--- src/rtl/proc_run_monitor.sv ---
// rtl/proc_run_monitor.sv - run controller with cycle count, done-edge capture and watchdog
module proc_run_monitor #(
    parameter int DATA_W  = 8,
    parameter int NUM_CH  = 4,
    parameter int CYC_W   = 16,
    parameter int TIMEOUT = 1000,
    localparam int SEL_W  = (NUM_CH > 1) ? $clog2(NUM_CH) : 1
) (
    input  logic                     clk,
    input  logic                     rst_n,
    input  logic                     start,
    input  logic                     clear,
    input  logic                     proc_done,
    input  logic [NUM_CH*DATA_W-1:0] ch_data,
    input  logic [SEL_W-1:0]         rd_sel,
    output logic                     proc_run,
    output logic                     busy,
    output logic                     result_valid,
    output logic                     timed_out,
    output logic [CYC_W-1:0]         cycle_count,
    output logic [DATA_W-1:0]        rd_data
);

    typedef enum logic [1:0] {
        IDLE = 2'd0,
        RUN  = 2'd1,
        DONE = 2'd2,
        TOUT = 2'd3
    } state_t;

    state_t            state;
    logic              done_q;
    logic              done_edge;
    logic              at_limit;
    logic [DATA_W-1:0] snap [NUM_CH];

    assign done_edge = proc_done & ~done_q;
    assign at_limit  = (cycle_count == CYC_W'(TIMEOUT - 1));

    always_ff @(posedge clk) begin
        if (!rst_n) begin
            state        <= IDLE;
            done_q       <= 1'b1;
            proc_run     <= 1'b0;
            busy         <= 1'b0;
            result_valid <= 1'b0;
            timed_out    <= 1'b0;
            cycle_count  <= '0;
            for (int k = 0; k < NUM_CH; k++) begin
                snap[k] <= '0;
            end
        end else begin
            result_valid <= 1'b0;
            // clear outranks start and a same-cycle done edge, so an aborted run never captures
            if (clear) begin
                state       <= IDLE;
                proc_run    <= 1'b0;
                busy        <= 1'b0;
                timed_out   <= 1'b0;
                cycle_count <= '0;
            end else begin
                case (state)
                    IDLE: begin
                        if (start) begin
                            state       <= RUN;
                            proc_run    <= 1'b1;
                            busy        <= 1'b1;
                            cycle_count <= '0;
                            done_q      <= 1'b1;
                        end
                    end
                    RUN: begin
                        done_q <= proc_done;
                        if (done_edge) begin
                            for (int k = 0; k < NUM_CH; k++) begin
                                snap[k] <= ch_data[k*DATA_W +: DATA_W];
                            end
                            state        <= DONE;
                            proc_run     <= 1'b0;
                            busy         <= 1'b0;
                            result_valid <= 1'b1;
                        end else if (at_limit) begin
                            state     <= TOUT;
                            proc_run  <= 1'b0;
                            busy      <= 1'b0;
                            timed_out <= 1'b1;
                        end else begin
                            cycle_count <= cycle_count + CYC_W'(1);
                        end
                    end
                    default: begin
                    end
                endcase
            end
        end
    end

    always_comb begin
        rd_data = '0;
        if (int'(rd_sel) < NUM_CH) begin
            rd_data = snap[rd_sel];
        end
    end

endmodule
--- config.mk ---
export PLATFORM = sky130hd
export DESIGN_NAME = proc_run_monitor
export DESIGN_NICKNAME = d
export VERILOG_FILES = /design/src/rtl/proc_run_monitor.sv
export SDC_FILE = /design/constraint.sdc
export NUM_CORES = 1
export LEC_CHECK = 0
export BUFFER_PORTS_ARGS = -buffer_cell sky130_fd_sc_hd__buf_2
export CORE_AREA = 2 2 77 79
export CTS_CLUSTER_DIAMETER = 80
export DETAILED_ROUTE_END_ITERATION = 7
export DIE_AREA = 0 0 79 81
export GPL_TIMING_DRIVEN = 1
export PLACE_DENSITY = 0.74
export RECOVER_POWER = 50
export SLEW_MARGIN = 20
export SYNTH_ARGS = -nofsm -noshare
export SYNTH_HDL_FRONTEND = slang
export SYNTH_SLANG_ARGS = --single-unit
export TNS_END_PERCENT = 5
--- constraint.sdc ---
create_clock -name clk -period 3.93 [get_ports clk]
set_clock_uncertainty 0.1 [all_clocks]
set_input_delay 0.786 -clock clk [delete_from_list [all_inputs] [get_ports clk]]
set_output_delay 0.786 -clock clk [all_outputs]
set_load 0.05 [all_outputs]
* Yosys cells after proc, flatten, opt, wreduce, memory -nomap -nowiden *
Memories as Yosys holds them, arrays and structs flattened.
Cells that the tools add are included.

operators by class
  add/sub/neg operators = 1
  eq/ne operators = 6
  mux-type cells = 23
  bitwise gates (word level) = 9
  reductions and logical operators = 7

operators by type and width
  kind                     count
  $mux W16                 3
  $mux W8                  4
  $pmux W16 S2             1
  $add A16 B1 Y16 const B  1
  $eq A16 B10 Y1 const B   1
  $mux W1                  9
  $reduce_and A3 Y1        3
  $mux W2                  3
  $ne A2 B2 Y1 const B     3
  $not A1 Y1               4
  $or A1 B1 Y1             4
  $pmux W1 S2              2
  $pmux W2 S2              1
  $reduce_and A4 Y1        1
  $ne A3 B3 Y1 const B     1
  $eq A2 B1 Y1 const B     1
  $logic_not A2 Y1         1
  $reduce_bool A2 Y1       1
  $reduce_or A2 Y1         1
  $and A1 B1 Y1            1

word-level totals
  bits in registers = 22
  RAM bits = 32
  input port bits = 39
  output and inout bits = 28
  logic and storage cells = 53
  memories kept = 1

memories
  name  depth  width  read ports  clocked after memory_dff  wr ports  line  RTL
  snap  4      8      1           0                         4         35    logic [DATA_W-1:0] snap [NUM_CH];

* Logic depth before layout (Yosys ltp) *
Gate-level depths: netlist of run 1.

  word-level depth = 8
  depth in mapped cells = 7
  mapped depth without buffers = 6

* Worst setup path after synthesis of run 1 *
Ideal clock, no wire load.

  path type = input to register
  from = input proc_done
  to = memory snap[0][0], enable pin
  setup time = 0.466 ns
  arrival = 3.499 ns
  required time = 3.364 ns
  setup slack = -0.135 ns
  cell stages on the path = 3
  buffers on the path = 0
  path through = nand2b_1 -> or2_2 -> o21ai_0

RTL lines
  item             line  RTL
  start, declared  13    input logic proc_done,
  end, declared    35

==> results.txt, run 1 <==
Dominant cells by area after synthesis = edfxtp_1 (38%), dfxtp_1 (17%), and2_1 (8.3%), mux4_2 (7.1%), nand2_1 (2.5%)
Total GRT Usage = 17.5%
Final Instance Area = 2990 um^2
Clock sink count = 54
Worst-margin pin slew = 1.68 ns
CTS Buffer Depth = 2
Slew Viols, Final = 33
Nets = 324
Effective utilization at floorplan = 45.0%
Share of layout cells above drive strength 1 = 26.0%
Largest net degree at the start of global routing = 34
1st-iter DRT viols = 104
First-pass detailed-route iteration total = 4
Clock root buffer = clkbuf_8
Synthesized Nets = 260
WL per Instance = 14.9 um
Post-CTS setup buffers = 0
PD cells = 349 nW/um^2
Dpl cell area = 2940 um^2
Synth Area in Simple Gates = 25.3%
Area leader, netlist = edfxtp_1
CORE AREA = 5680 um^2
Post-CTS Resized = 0
Post-synthesis average cell area = 11.6 um^2
Critical path arrival = 2.76 ns
Final worst path period need = 2.96 ns
EDFF count, synth = 32
Synth cell types = 47
Worst Setup Start Kind = primary input
Top_reg_cell synth = edfxtp_1
CP Class = primary input to flop
Placed cell count = 352
Synth warn = 0
Clock-pin slew on the worst setup and hold paths = 0.10 ns
CP max FO = 32
DRT Wirelength = 5370 um
Multiplexer share of the synthesized area = 7.06%
Gr ovfl total = 0
CTS tree = built
Die Y = 81 um
GPL Wtd Cong = 0.801
Violated checks = capacitance limit, slew limit
Die Area = 6400 um^2
Final Hold Viols = 0
Antenna violations before repair = 0
HPWL after DPL = 3840 um
Slew Limit Headroom = -11.8%
Ys async rst share = 0%
Post-synthesis compound-gate area fraction = 9.75%
Post-Synthesis Cells = 220
Antenna Cells = 0
Hold Path Class = flop to flop
Crit. End Element = flop
RSZ-0062 raised after global routing = false
Largest family of logic cells by synthesized area = simple AND/OR/NAND/NOR gates
Area delta synth->final = 17.2%
H-tree depth = 2
Status = complete, but fails checks
Total number of vias = 1946
Boundary pin count = 67
Die W = 79 um
Post-synthesis sequential area ratio = 54.9%
Final Power = 1.05 mW
Synth Cell Area = 2550 um^2
Clk_lat worst skew = 0.31 ns
Top cell type's share of synthesized area = 37.6%
Total Neg Setup Slack = 0 ns
Global-route wire length before repair = 8770 um
ANT nets after route = 0
Post-Synth XOR/XNOR Area = 0%
Maximum capacitance violations = 1
Filler Cell Count = 535
DRC viols = 0
CTS Buf Count = 5
Fmax = 0.338 GHz
Post-Synth Adder-Cell Area = 0.490%
Port Buf Inserts = 66
Routed vias/inst = 5.41
CTS Hold Bufs = 0
Vias in the first global route = 1899
Fin cells = 360
Cell Rows = 28
Period utilization = 75.2%
Synthesized flop and latch total = 54
Final setup vio count = 0
Leakage = 1.11 nW
VDD IR max = 145 uV
Core Util, Final = 52.7%
Required @ worst endpoint = 3.73 ns
## state kept, by name, indices dropped and copies added, names as in the netlist
name	count
timed_out	1
state	2
result_valid	1
snap	32
done_q	1
cycle_count	16
busy	1
## where the power goes
part           switching, mW  leakage (nW)  internal (mW)
combinational         0.0678         0.548         0.0361
clock                  0.194        0.0491          0.132
sequential           0.00645         0.508          0.610
total                  0.268          1.11          0.778
## path summary, 6_finish.rpt
kind | end | startpoint | slack [ns] | cells past startpoint
setup / recovery | snap[3][4] | proc_done | 0.97 | 5
hold / removal | done_q | done_q | 0.37 | 2
setup reg to reg | snap[3][4] | done_q | 1.17 | 4
hold reg to reg | done_q | done_q | 0.37 | 2
## metrics by stage
step,hold slack [ns],worst slack [ns]
4_1_cts,0.378,1.20
3_3_place_gp,0.347,1.24
2_1_floorplan,0.334,0.733
3_5_place_dp,0.351,1.20
5_1_grt,0.424,0.767
6_report,0.373,0.974
## worst max-delay path: stages
cell	delay, ns
clkbuf_1	0.10
nand2b_1	0.13
or2_2	0.33
o21ai_0	0.16
clkbuf_1	1.23
## cell usage after synthesis, drive strengths merged (6+ instances only)
cell and count:
nor3 6, clkbuf 6, and2 35, dfxtp 22, mux4 8, nand3 9
o21ai 7, edfxtp 32, nor2 10, a21oi 11, nand2 17, nand2b 6
## cell type report
type | instances | area [um^2] | area share [%]
well taps | 75 | 93.8 | 3.14
repair buffers | 68 | 313 | 10.5
multi-input cells | 153 | 1080 | 36.2
clock buffers | 5 | 68.8 | 2.30
flip-flops and latches | 54 | 1400 | 46.8
clock inverters | 3 | 26.3 | 0.878
inverters | 2 | 7.51 | 0.251
## metal layers
layer	vias to the layer above	wire, um	global-route usage [%]
li1	944	-	-
met3	4	292	3.44
met2	56	2660	29.8
met4	0	48	6.55
met1	942	2370	22.3
met5	-	0	0
## cell families after synthesis
kind of cell,Yosys count
multiplexers,8
AO/OA/AOI/OAI,38
buffers and inverters,13
flip-flops,54
adder cells (fa/ha/maj),1
AND/OR/NAND/NOR,106
## placed cells by master (no fill, tap or decap), drive strengths merged, types with 2 or more instances in the layout
| cell | instances |
|---|---|
| o31ai | 2 |
| and3 | 4 |
| o21ai | 7 |
| a21o | 2 |
| and2 | 35 |
| nand2b | 6 |
| a31oi | 5 |
| nor2b | 2 |
| nand3 | 9 |
| or4 | 4 |
| a21oi | 11 |
| nor3 | 6 |
| mux4 | 8 |
| nor2 | 10 |
| buf | 46 |
| nand2 | 17 |
| dfxtp | 22 |
| a311oi | 3 |
| clkbuf | 27 |
| inv | 4 |
| nand4 | 5 |
| nor4b | 2 |
| edfxtp | 32 |
| o21a | 2 |
No activity file was read; power rests on OpenSTA's default activity.
==> run 2, diff against run 1 <==
==> constraint.sdc (replaced) <==
create_clock -name clk -period 2.5 [get_ports clk]
set_clock_uncertainty 0.1 [all_clocks]
set_input_delay 0.5 -clock clk [delete_from_list [all_inputs] [get_ports clk]]
set_output_delay 0.5 -clock clk [all_outputs]
set_load 0.05 [all_outputs]
==> results.txt, run 2 (same netlist as run 1, synthesis figures left out) <==
Hold Path Class = primary input to flop
Max FFs per register = 32
CTS Buffer Depth = 2
Total number of vias = 1924
Placed cell count = 356
Top reg by flops = snap
Total Neg Setup Slack = 0 ns
First-pass detailed-route iteration total = 4
CTS Hold Bufs = 0
Period utilization = 85.0%
CORE AREA = 5680 um^2
Area delta synth->final = 19.3%
Maximum capacitance violations = 0
DRT Wirelength = 5230 um
PD cells = 569 nW/um^2
Die Area = 6400 um^2
Final setup vio count = 0
Die Y = 81 um
Cell Rows = 28
Post-CTS setup buffers = 0
Final Power = 1.73 mW
Required @ worst endpoint = 2.65 ns
Commonest non-fill, non-tap cell in the layout = buf_2
Die W = 79 um
DRC viols = 0
ANT nets after route = 0
Final worst path period need = 2.13 ns
CP Class = flop to flop
Clk_lat worst skew = 0.30 ns
Largest net degree at the start of global routing = 34
Port Buf Inserts = 66
CP max FO = 13
Worst hold slack = 0.295 ns
Antenna violations before repair = 0
Crit. End Element = flop
Clock root buffer = clkbuf_8
CTS Buf Count = 5
Biggest regs = snap (32), cycle_count (16), state (2)
Fmax = 0.470 GHz
Worst R2R Path Depth = 6
Gr ovfl total = 0
Status = finished clean
VDD IR max = 256 uV
Effective utilization at floorplan = 45.0%
Critical path arrival = 2.27 ns
H-tree depth = 2
HP Start = rst_n
Share of layout cells above drive strength 1 = 27.7%
Final Hold Viols = 0
Post-CTS Resized = 0
Critical R2R Capture = cycle_count[15]
Boundary pin count = 67
HPWL after DPL = 3770 um
RSZ-0062 raised after global routing = false
GPL Wtd Cong = 0.843
Routed vias/inst = 5.29
Clock-pin slew on the worst setup and hold paths = 0.10 ns
FF-to-FF setup slack = 0.37 ns
Worst hold stages = 2
Vias in the first global route = 1734
Leakage = 1.14 nW
1st-iter DRT viols = 108
Antenna Cells = 0
Nets = 328
Dpl cell area = 2980 um^2
Final Instance Area = 3050 um^2
Global-route wire length before repair = 8350 um
Worst Setup Start Kind = flop
Slew Limit Headroom = 49.7%
Crit. Startpoint = cycle_count[0]
Hold Path End = done_q
WL per Instance = 14.4 um
Commonest cells after routing, fill and taps aside = buf_2 (47), and2_1 (34), edfxtp_1 (32), dfxtp_1 (22), clkbuf_1 (19)
Worst-margin pin slew = 0.754 ns
Slew Viols, Final = 0
Total GRT Usage = 16.9%
Fin cells = 364
Clock sink count = 54
CTS tree = built
RR Startpoint = cycle_count[0]
run 2: cell count changes in the layout (fill, tap and decap cells not counted), sizes merged:
cell / delta
clkbuf: -2
buf: +6
inv: -1
bufinv: +1
run 2: stage by stage:
step | setup slack [ns] | utilization (%)
6_report | 0.374 | 53.7
5_1_grt | 0.126 | 53.7
4_1_cts | 0.361 | 54.6
3_5_place_dp | 0.361 | 52.6
3_3_place_gp | 0.352 | 52.6
2_1_floorplan | 0.184 | -
run 2: how the worst max path moves through the flow:
stage	slack (ns)	cells past startpoint	end
floorplan	0.18	3	snap[0][0]
global placement	0.35	3	rd_data[0]
detailed placement	0.36	3	rd_data[0]
CTS	0.36	3	rd_data[0]
global route	0.13	6	cycle_count[15]
finish	0.37	6	cycle_count[15]
run 2: layer usage:
layer  vias to the layer above  global-route usage, %  routed length, um
met5                         -                      0                  0
met2                        62                   28.3               2500
li1                        959                      -                  -
met3                         6                   4.33                336
met4                         0                   5.17                 60
met1                       897                   21.8               2340
run 2: cell type report:
class | instances | area, um^2
Inverter | 2 | 7.51
Sequential cell | 54 | 1400
Clock buffer | 5 | 68.8
Multi-Input combinational cell | 153 | 1080
Timing Repair Buffer | 72 | 349
Tap cell | 75 | 93.8
Fill cell | 529 | 2630
Clock inverter | 3 | 47.5
run 2: power breakdown:
group	internal, mW	leakage [nW]	switching (mW)
sequential	0.959	0.508	0.00803
clock	0.304	0.0587	0.293
combinational	0.0611	0.578	0.107
run 2: critical path, stage by stage (launching register included):
cell	delay [ns]
dfxtp_1	0.44
ha_1	0.23
nor3b_1	0.19
nand4_1	0.27
a21oi_2	0.51
o21ai_0	0.18
a21oi_1	0.14
==> run 3, diff against run 2 <==
--- a/config.mk
+++ b/config.mk
@@ -5,11 +5,12 @@
 export SDC_FILE = /design/constraint.sdc
 export NUM_CORES = 1
 export LEC_CHECK = 0
+export ABC_AREA = 1
 export BUFFER_PORTS_ARGS = -buffer_cell sky130_fd_sc_hd__buf_2
-export CORE_AREA = 2 2 77 79
+export CORE_AREA = 2 2 81 83
 export CTS_CLUSTER_DIAMETER = 80
 export DETAILED_ROUTE_END_ITERATION = 7
-export DIE_AREA = 0 0 79 81
+export DIE_AREA = 0 0 83 85
 export GPL_TIMING_DRIVEN = 1
 export PLACE_DENSITY = 0.74
 export RECOVER_POWER = 50
==> results.txt, run 3 <==
Count leader, synth = nor2_1
CTS tree = built
Commonest non-fill, non-tap cell in the layout = nand2_1
Worst hold slack = 0.311 ns
Crit. End Element = output pin
WL per Instance = 12.1 um
Total Neg Setup Slack = 0 ns
CTS Hold Bufs = 0
Fmax = 0.444 GHz
First-pass detailed-route iteration total = 4
CTS Buffer Depth = 2
Area leader, netlist = edfxtp_1
Vias in the first global route = 2345
Synth cell types = 27
DRC viols = 0
Max FFs per register = 32
H-tree depth = 2
Largest net degree at the start of global routing = 33
EDFF count, synth = 32
PD cells = 504 nW/um^2
PnR worst setup slack = 0.249 ns
Dominant cells by area after synthesis = edfxtp_1 (33%), dfxtp_1 (15%), nor2_1 (10%), nand2_1 (9.9%), inv_1 (9.2%)
Synthesized flop and latch total = 54
Gr ovfl total = 0
Synth warn = 0
Nets = 495
Filler Cell Count = 601
Area delta synth->final = 15.1%
Cell Rows = 29
Final Hold Viols = 0
Final worst path period need = 2.25 ns
Core Util, Final = 54.2%
CORE AREA = 6200 um^2
Clk_lat worst skew = 0.31 ns
Antenna violations before repair = 0
Post-CTS setup buffers = 0
Worst-margin pin slew = 0.700 ns
Biggest regs = snap (32), cycle_count (16), state (2)
Top cell type's share of synthesized area = 32.8%
Die W = 83 um
Antenna Cells = 0
Effective utilization at floorplan = 47.1%
CP max FO = 17
Share of layout cells above drive strength 1 = 17.3%
RSZ-0062 raised after global routing = false
Hold Path Class = primary input to flop
Slew Limit Headroom = 53.2%
Required @ worst endpoint = 1.90 ns
Post-synthesis average cell area = 7.50 um^2
Top reg by flops = snap
Post-synthesis sequential area ratio = 47.9%
Period utilization = 90.0%
Commonest cells after routing, fill and taps aside = nand2_1 (81), nor2_1 (80), inv_1 (72), buf_2 (47), edfxtp_1 (32)
ANT nets after route = 0
VDD IR max = 260 uV
Critical path arrival = 1.65 ns
Leakage = 1.57 nW
Synth Cell Area = 2930 um^2
Top_reg_cell synth = edfxtp_1
HPWL after DPL = 4720 um
GPL Wtd Cong = 0.880
DP Worst Slack = 0.269 ns
Port Buf Inserts = 66
Ys async rst share = 0%
Most frequent cells after synthesis = nor2_1 (79), nand2_1 (77), inv_1 (72)
Global-route wire length before repair = 10600 um
Routed vias/inst = 4.89
Worst hold stages = 2
Total GRT Usage = 18.3%
Die Area = 7060 um^2
Status = finished clean
Worst R2R Path Depth = 4
CP Class = primary input to output pin
Die Y = 85 um
Final setup vio count = 0
Boundary pin count = 67
Worst Setup Start Kind = primary input
Post-Synthesis Cells = 390
Slew Viols, Final = 0
Maximum capacitance violations = 0
1st-iter DRT viols = 96
Total number of vias = 2607
Post-CTS Resized = 0
DRT Wirelength = 6430 um
Clock-pin slew on the worst setup and hold paths = 0.10 ns
Clock root buffer = clkbuf_8
CTS Buf Count = 5
Synthesized Nets = 430
Clock sink count = 54
## run 3: cell count changes after synthesis, sizes merged, moves of 5 or more
cell / previous run / this run
o21ai: 7 / 21
nor2: 10 / 90
mux4: 8 / 0
nand2b: 6 / 0
and2: 35 / 0
inv: 2 / 77
o22ai: 0 / 8
nand3: 9 / 17
nand4: 5 / 13
nand2: 17 / 84
a31oi: 5 / 0
## run 3: critical path: stages
cell and delay [ns]:
buf_2 0.19, inv_1 0.37, o21ai_0 0.15, o22ai_1 0.15, buf_2 0.29
## run 3: area by class of cell
cell class                 instances  area (um^2)  share of cell area (%)
multi-input combinational        249         1150                    34.1
tap                               77         96.3                    2.86
sequential                        54         1400                    41.6
clock buffer                       5         68.8                    2.04
clock inverter                     3         28.8                   0.855
inverter                          77          289                    8.59
timing repair buffer              68          334                    9.93
## run 3: metal layers
layer | wire, um | vias to the layer above | part of all wire [%] | track usage, %
met5 | 0 | - | 0 | 0
met4 | 95 | 0 | 1.5 | 7.15
met3 | 317 | 8 | 4.9 | 3.31
met2 | 3200 | 73 | 50 | 31.5
met1 | 2820 | 1171 | 44 | 23.1
li1 | - | 1355 | - | -
## run 3: worst paths after layout
path                  start          to  slack (ns)
setup / recovery  rd_sel[0]  rd_data[4]        0.25
hold / removal        rst_n      done_q        0.31
setup reg to reg   state[1]  snap[0][2]        0.43
hold reg to reg        busy        busy        0.39
## run 3: kinds of logic (layout without fill, tap and decap cells)
family                   count (synthesis)  count (layout)  synth area share [%]
adder cells (fa/ha/maj)                  1               1                 0.428
AND/OR/NAND/NOR                        208             208                  32.1
buffers and inverters                   87             153                  12.1
AO/OA/AOI/OAI                           40              40                  7.49
flip-flops                              54              54                  47.9
## run 3: where the power goes
| group | switching, mW | leakage (nW) | internal [mW] |
|---|---|---|---|
| combinational | 0.141 | 1.01 | 0.0619 |
| clock | 0.314 | 0.0506 | 0.210 |
| sequential | 0.00881 | 0.509 | 0.961 |
## run 3: stage by stage
step / instance area [um^2] / std cells / power [mW]
2_1_floorplan: 2930 / 390 / 1.13
3_3_place_gp: 3320 / 525 / 1.20
3_5_place_dp: 3320 / 525 / 1.20
4_1_cts: 3420 / 533 / 1.72
5_1_grt: 3370 / 533 / 1.76
6_report: 3370 / 533 / 1.70
